--- src/rtl/add4_pkg.sv ---
// Shared constants and state type for the bit-serial "+4" unit.
package add4_pkg;

    localparam int                    ADD4_WIDTH = 8;
    localparam logic [ADD4_WIDTH-1:0] ADD4_CONST = 8'h04;
    localparam int                    ADD4_CNT_W = 3;

    typedef enum logic [1:0] {
        IDLE,
        RUN,
        DONE
    } add4_state_e;

endpackage

--- src/rtl/full_adder_1_bit.sv ---
// Single full-adder cell; the only arithmetic element of the serial adder.
module full_adder_1_bit (
    input  logic a_i,
    input  logic b_i,
    input  logic cin_i,
    output logic sum_o,
    output logic cout_o
);

    assign sum_o  = a_i ^ b_i ^ cin_i;
    assign cout_o = (a_i & b_i) | (cin_i & (a_i ^ b_i));

endmodule

--- src/rtl/add_4_serial.sv ---
// Bit-serial A + 4 over eight cycles with a start/busy/done handshake.
// Optional signed-overflow output enabled by defining ADD4_OVF_FLAG_EN.
module add_4_serial
    import add4_pkg::*;
#(
    parameter int              WIDTH  = ADD4_WIDTH,
    parameter logic [WIDTH-1:0] ADDEND = ADD4_CONST
) (
    input  logic             clk,
    input  logic             rst,
    input  logic             start,
    input  logic [WIDTH-1:0] A,
    output logic             busy,
    output logic             done,
    output logic [WIDTH-1:0] sum,
    output logic             cout
`ifdef ADD4_OVF_FLAG_EN
    ,
    output logic             ovf
`endif
);

    localparam logic [ADD4_CNT_W-1:0] LAST_BIT = ADD4_CNT_W'(WIDTH - 1);

    add4_state_e            state_q;
    logic [WIDTH-1:0]       shift_q, shift_d;
    logic [WIDTH-2:0]       res_q, res_d;
    logic [ADD4_CNT_W-1:0]  cnt_q;
    logic                   carry_q;
    logic                   busy_q, done_q, cout_q;
    logic [WIDTH-1:0]       sum_q;
    logic                   fa_b, fa_s, fa_co;
    logic                   accept;

    // DONE also accepts, so a held start yields one result every 9 cycles.
    assign accept = start && (state_q == IDLE || state_q == DONE);

    always_comb begin
        fa_b    = ADDEND[cnt_q];
        shift_d = {1'b0, shift_q[WIDTH-1:1]};
        res_d   = {fa_s, res_q[WIDTH-2:1]};
    end

    full_adder_1_bit u_fa (
        .a_i   (shift_q[0]),
        .b_i   (fa_b),
        .cin_i (carry_q),
        .sum_o (fa_s),
        .cout_o(fa_co)
    );

`ifdef ADD4_OVF_FLAG_EN
    logic ovf_q;
    assign ovf = ovf_q;
`endif

    // NOTE: every register here uses <= so all flops see the pre-edge values of each other.
    always_ff @(posedge clk or posedge rst) begin
        if (rst) begin
            state_q <= IDLE;
            shift_q <= '0;
            res_q   <= '0;
            cnt_q   <= '0;
            carry_q <= 1'b0;
            busy_q  <= 1'b0;
            done_q  <= 1'b0;
            sum_q   <= '0;
            cout_q  <= 1'b0;
`ifdef ADD4_OVF_FLAG_EN
            ovf_q   <= 1'b0;
`endif
        end else if (accept) begin
            state_q <= RUN;
            shift_q <= A;
            res_q   <= '0;
            cnt_q   <= '0;
            carry_q <= 1'b0;
            busy_q  <= 1'b1;
            done_q  <= 1'b0;
        end else begin
            case (state_q)
                RUN: begin
                    shift_q <= shift_d;
                    res_q   <= res_d;
                    carry_q <= fa_co;
                    cnt_q   <= cnt_q + 1'b1;
                    if (cnt_q == LAST_BIT) begin
                        state_q <= DONE;
                        busy_q  <= 1'b0;
                        done_q  <= 1'b1;
                        sum_q   <= {fa_s, res_q};
                        cout_q  <= fa_co;
`ifdef ADD4_OVF_FLAG_EN
                        ovf_q   <= carry_q ^ fa_co;
`endif
                    end
                end
                DONE: begin
                    state_q <= IDLE;
                    done_q  <= 1'b0;
                end
                default: state_q <= IDLE;
            endcase
        end
    end

    assign busy = busy_q;
    assign done = done_q;
    assign sum  = sum_q;
    assign cout = cout_q;

endmodule

--- config.mk ---
export PLATFORM = sky130hd
export DESIGN_NAME = add_4_serial
export DESIGN_NICKNAME = d
export VERILOG_FILES = /design/src/rtl/add4_pkg.sv /design/src/rtl/full_adder_1_bit.sv /design/src/rtl/add_4_serial.sv
export SDC_FILE = /design/constraint.sdc
export NUM_CORES = 1
export LEC_CHECK = 0
export ABC_AREA = 0
export CAP_MARGIN = 20
export CORE_MARGIN = 10
export CORE_UTILIZATION = 50
export DETAILED_ROUTE_END_ITERATION = 10
export PLACE_DENSITY = 0.8
export SYNTH_ARGS = -nofsm -noshare
export SYNTH_HDL_FRONTEND = slang
export SYNTH_HIERARCHICAL = 1
export SYNTH_SLANG_ARGS = --single-unit
--- constraint.sdc ---
create_clock -name clk -period 2.41 [get_ports clk]
set_input_delay 0.482 -clock clk [delete_from_list [all_inputs] [get_ports clk]]
set_output_delay 0.482 -clock clk [all_outputs]
set_load 0.005 [all_outputs]
== Word-level counts from Yosys, hierarchy flattened ==
Memories as Yosys holds them, arrays and structs flattened.
Cells that the tools add are included.

* Add/subtract/negate cells: 1
* Multiply operators: 0
* Divide/modulo/power cells: 0
* $lt $le $gt $ge: 1
* Equality and inequality tests: 4
* Shifts and indexed selects: 0
* Mux-type cells: 18
* Bitwise operators: 6
* Reduce and logical (&&, ||, !) cells: 9

{| class="wikitable"
|+ Operators with widths
! cell !! count
|-
| $mux W8 || 2
|-
| $mux W7 || 2
|-
| $mux W1 || 8
|-
| $mux W2 || 3
|-
| $mux W3 || 2
|-
| $lt A3 B4 Y1 const B || 1
|-
| $reduce_and A2 Y1 || 2
|-
| $reduce_bool A2 Y1 || 2
|-
| $add A3 B1 Y3 const B || 1
|-
| $eq A3 B3 Y1 const B || 1
|-
| $ne A3 B3 Y1 const B || 1
|-
| $reduce_and A3 Y1 || 1
|-
| $reduce_bool A3 Y1 || 1
|-
| $and A1 B1 Y1 || 2
|-
| $eq A2 B1 Y1 const B || 1
|-
| $eq A2 B2 Y1 const B || 1
|-
| $logic_not A2 Y1 || 1
|-
| $pmux W1 S2 || 1
|-
| $xor A1 B1 Y1 || 2
|-
| $logic_and A1 B1 Y1 || 1
|-
| $logic_or A1 B1 Y1 || 1
|-
| $not A1 Y1 || 1
|-
| $or A1 B1 Y1 || 1
|}

* Bits in registers: 32
* Latch bits: 0
* Memory bits (writable): 0
* ROM bits: 8
* Input bits: 11
* Output and inout bits: 11
* Word-level logic and storage cells: 49
* Memories: 1

{| class="wikitable"
|+ Memory list
! memory !! words !! bits a word !! read ports !! clocked after memory_dff !! wr ports !! RTL line !! source
|-
| (no name shown) || 8 || 1 || 1 || 0 || 0 || add_4_serial.sv:39 || <nowiki>fa_b = ADDEND[cnt_q];</nowiki>
|}

== Depth between registers and ports, before layout ==
* Depth in word-level cells: 7
* Mapped depth: 6
* Gate-level depth less buffers: 6

== By module ==
The synthesis kept the hierarchy.

{| class="wikitable"
|+ Modules (own cells, without submodules)
! module !! instances !! cells each !! area each (µm²) !! seq. area each (µm²)
|-
| add_4_serial || 1 || 131 || 1554.0 || 800.8
|-
| full_adder_1_bit || 1 || 1 || 20.0 || 0.0
|}

== Worst setup path before layout ==
OpenSTA, ideal clock, no wires.

* Path kind: register to register
* Start point: register cnt_q[0]
* End point: register carry_q
* Library setup time: 0.121 ns
* Data arrival time: 1.612 ns
* Data required time: 2.289 ns
* Setup slack: 0.677 ns
* Stages on the path, launching flop included: 7
* Buffers on the path: 0
* Clock period less this slack: 1.733 ns
* Path through: dfrtp_1 > inv_1 > ha_1 > nor2b_1 > fa_1 > mux2_1 > a22o_1

* Longest elaborated chain between the ends: 7

{| class="wikitable"
|+ RTL lines
! item !! RTL line !! source
|-
| from (decl) || add_4_serial.sv:28 || <nowiki>logic [ADD4_CNT_W-1:0] cnt_q;</nowiki>
|-
| from (signal assigned) || add_4_serial.sv:86 || <nowiki>cnt_q <= cnt_q + 1'b1;</nowiki>
|-
| $mem_v2 Z8 W1 (*) || n/a ||
|-
| $mux W1 (implied by the code) (*) || add_4_serial.sv:39 ||
|-
| net fa_b || add_4_serial.sv:32 || <nowiki>logic fa_b, fa_s, fa_co;</nowiki>
|-
| $xor A1 B1 Y1 || full_adder_1_bit.sv:11 || <nowiki>assign cout_o = (a_i & b_i) | (cin_i & (a_i ^ b_i));</nowiki>
|-
| $and A1 B1 Y1 || full_adder_1_bit.sv:11 ||
|-
| $or A1 B1 Y1 (*) || full_adder_1_bit.sv:11 ||
|-
| net fa_co || add_4_serial.sv:32 ||
|-
| $mux W1 (*) || add_4_serial.sv:81 || <nowiki>case (state_q)</nowiki>
|-
| $mux W1 (*) || add_4_serial.sv:72 || <nowiki>end else if (accept) begin</nowiki>
|-
| to (signal assigned) || add_4_serial.sv:85 || <nowiki>carry_q <= fa_co;</nowiki>
|-
| to (decl) || add_4_serial.sv:29 || <nowiki>logic carry_q;</nowiki>
|}

The timed path passes the listed nets; every way through them passes the cells marked *. The select of a mux whose other input is x is not followed.
A chain may end at the register's enable or synchronous reset.

== Worst setup path in the final report ==
Ends and elaborated chain as after synthesis.

==> results.py <==
metrics = {
    "status": {
        "outcome": "finished clean",
    },
    "power": {
        "p_int_w": 0.00162,
        "seq_power_share_pct": 42.0,
        "power_frac_clock_pct": 19.3,
        "swShare_pct": 32.2,
        "p_switching_w": 0.000767,
        "power_leakage_nw": 0.891,
        "vdd_drop_max_mv": 0.626,
        "power_density_mw_per_mm2": 1240,
        "combPwrFrac_pct": 38.7,
    },
    "timing": {
        "finalHoldViolCount": 0,
        "setup_viol": 0,
        "final.setup.worst_slack_ns": 0.563,
        "rsz0062_at_grt": "false",
        "fin_crit_sh_pct": 76.6,
        "final.min_clock_period_ns": 1.85,
        "clock.fmax_ghz": 0.542,
        "slew_viol_final": 0,
        "max_slew_margin_pct": 65.5,
        "worst_pin_slew_ns": 0.518,
        "setup_tns_ns": 0,
        "skew_ns": 0.0114,
    },
    "clocking": {
        "htree_levels": 2,
        "ctsHoldBuffers": 0,
        "ctsResizeCount": 0,
        "cts.reportedPaths.clkPinSlew_ns": 0.10,
        "clkLatencyLatePin_ns": 0.34,
        "cts_tree": "built",
        "postCtsSetupRepairBufs": 0,
        "cts.root.buffer_cell": "clkbuf_4",
        "cts_buffer_depth": 2,
        "cts_sinks": 32,
        "cts_made_buffers": 5,
    },
    "floorplan": {
        "fp-row-count": 20,
        "design.core.area_mm2": 0.00303,
        "start_util_pct": 52.0,
        "die_w_um": 76.1,
        "io-pin-count": 22,
        "die_area_mm2": 0.00579,
        "die_height_um": 76.1,
    },
    "synthesis": {
        "ys_seq_elements": 32,
        "synth_area_leaders": "dfrtp_1, mux2_4, mux2_1, mux2i_1, nor2b_1",
        "syn_avg_cell_area_um2": 11.9,
        "seq_area_frac_synth_pct": 50.9,
        "synth_top_area_share_pct": 50.9,
        "syn_area_mm2": 0.00157,
        "syn-num-nets": 147,
        "postSynthCellCount": 132,
        "synth_top_cell_by_area": "dfrtp_1",
        "ys.warnings.count": 6,
        "yosysUniqueCellTypes": 26,
    },
    "worst_setup_path": {
        "worstPathArrival_ns": 2.09,
        "timing.rr.end": "carry_q",
        "r2r_slack_ns": 0.56,
        "cp_num_buf_inv": 1,
        "critPathCapture": "carry_q",
        "reg2reg_from": "cnt_q[0]",
        "cp_cell_sequence": "inv_1 -> ha_1 -> nor2b_1 -> fa_1 -> mux2_1 -> a22o_1",
        "cp_slowest_cell": "dfrtp_1",
        "startpoint": "cnt_q[0]",
        "path_delay_family": "adder cells",
        "reg2reg_depth": 6,
        "cp.depth": 6,
        "startpoint_type": "flip-flop",
        "crit_required_ns": 2.65,
        "critical_path_class": "reg2reg",
        "slowest_delay_ns": 0.41,
        "end_kind": "flip-flop",
        "path_max_fanout": 3,
    },
    "finish": {
        "post-route-util_pct": 63.6,
        "nets": 172,
        "multi_input_area_um2": 716,
        "fill_cells": 249,
        "regArea_um2": 801,
        "drive_gt1_share_pct": 15.2,
        "antennaDiodeCount": 0,
        "area_delta_synth_final_pct": 22.3,
    },
    "placement": {
        "gp_congestion": 0.780,
        "dp_hpwl_um": 2160,
        "dp_slack_ns": 0.561,
        "portBuffers": 21,
    },
    "drt": {
        "vias": 1069,
        "drt_iter0_drc": 68,
        "final_antenna_net_count": 0,
        "wl_um": 3050,
        "drt-pass1-iter-count": 4,
        "drc": 0,
        "wl_per_cell_um": 15.1,
        "viasPerCell": 5.29,
    },
    "hold_path": {
        "hp-class": "reg2reg",
        "holdPathStages": 1,
    },
    "global_routing": {
        "antenna_found_initial": 0,
        "grt_usage_pct": 10.9,
        "grt-ovfl-total": 0,
        "grt_pass1_wl_um": 5290,
        "first_global_vias": 1151,
        "grt_max_degree": 33,
    },
    "run": {
        "timing.max_cap.violations": 0,
    },
}
-- power groups by stage --
stage / Sequential (W) / Combinational (W) / Clock, W
floorplan: 0.000933 / 0.000664 / 0
finish: 0.00100 / 0.000922 / 0.000461
CTS: 0.000998 / 0.000937 / 0.000470
global route: 0.00105 / 0.00104 / 0.000495
global placement: 0.000987 / 0.000880 / 0
detailed placement: 0.00101 / 0.000925 / 0
-- cells in the mapped netlist --
master	number
inv_2	1
o21bai_1	1
buf_2	4
mux2_1	7
o21ai_1	8
a211oi_1	6
nor2b_1	9
fa_1	1
nand2b_1	8
inv_1	4
nand2_4	1
xnor2_1	1
nor2b_4	1
nand3_1	1
mux2_4	9
ha_1	3
nor2_1	3
nand2_1	8
clkbuf_1	1
a21o_1	2
o31ai_1	1
buf_4	2
mux2i_1	6
a21oi_1	6
a22o_1	6
dfrtp_1	32
-- metrics by stage --
| stage | hold WS [ns] | std cells | cell area, um2 | power, W |
|---|---|---|---|---|
| after floorplan | 0.448 | 132 | 1570 | 0.00160 |
| after global placement | 0.474 | 194 | 1830 | 0.00187 |
| after detailed placement | 0.482 | 194 | 1830 | 0.00193 |
| after CTS | 0.513 | 202 | 1930 | 0.00241 |
| after global routing | 0.537 | 202 | 1930 | 0.00258 |
| final | 0.505 | 202 | 1930 | 0.00238 |
-- cells in the final DEF (no fill, tap or decap), types with 2 or more instances in the layout --
| master | instances |
|---|---|
| a211oi_1 | 6 |
| nand2_1 | 8 |
| a21oi_1 | 6 |
| nor2_1 | 3 |
| o21ai_1 | 8 |
| ha_1 | 3 |
| clkbuf_8 | 2 |
| mux2_4 | 9 |
| buf_4 | 4 |
| mux2_1 | 7 |
| nand2b_1 | 8 |
| inv_1 | 4 |
| mux2i_1 | 6 |
| nor2b_1 | 9 |
| dfrtp_1 | 32 |
| clkbuf_4 | 5 |
| a21o_1 | 2 |
| a22o_1 | 6 |
| clkdlybuf4s50_1 | 21 |
-- worst reg2reg max path: stages, from the launching register on --
cell and delay (ns):
dfrtp_1 0.41, inv_1 0.09, ha_1 0.19, nor2b_1 0.14, fa_1 0.41, mux2_1 0.29, a22o_1 0.23
-- layer usage --
layer	global-route usage [%]	vias up	share of wire, %
li1	-	511	-
met1	11.8	524	44
met2	17.8	27	47
met3	4.95	7	7.1
met4	5.39	0	2.0
met5	0	-	0
-- cells by family (layout without fill, tap and decap cells) --
logic type	Yosys count	in the layout	synth area share (%)
XOR/XNOR	1	1	0.557
flip-flops	32	32	50.9
buffers and inverters	12	38	3.66
multiplexers	22	22	17.4
adder cells (fa/ha/maj)	4	4	3.66
AO/OA/AOI/OAI	30	30	12.6
AND/OR/NAND/NOR	31	31	11.3
-- how the worst min path moves through the flow --
| stage | startpoint | end |
|---|---|---|
| 4_1_cts | shift_q[6] | shift_q[6] |
| 6_report | shift_q[6] | shift_q[6] |
| 3_5_place_dp | shift_q[7] | shift_q[7] |
| 2_1_floorplan | shift_q[6] | shift_q[6] |
| 5_1_grt | sum[4] | sum[4] |
| 3_3_place_gp | shift_q[6] | shift_q[6] |
-- cell type report --
type | count | share of cell area (%)
tap | 44 | 2.86
clock buffer | 7 | 3.38
inverter | 5 | 0.975
timing repair buffer | 25 | 12.5
multi-input combinational | 88 | 37.2
clock inverter | 1 | 1.56
sequential | 32 | 41.6
-- registers in the layout, indices dropped and copies added (netlist names) --
register and count:
busy 1, cnt_q 3, shift_q 8, res_q 7, state_q 2, done 1
carry_q 1, sum 8, cout 1
No activity file was read; power rests on OpenSTA's default activity.
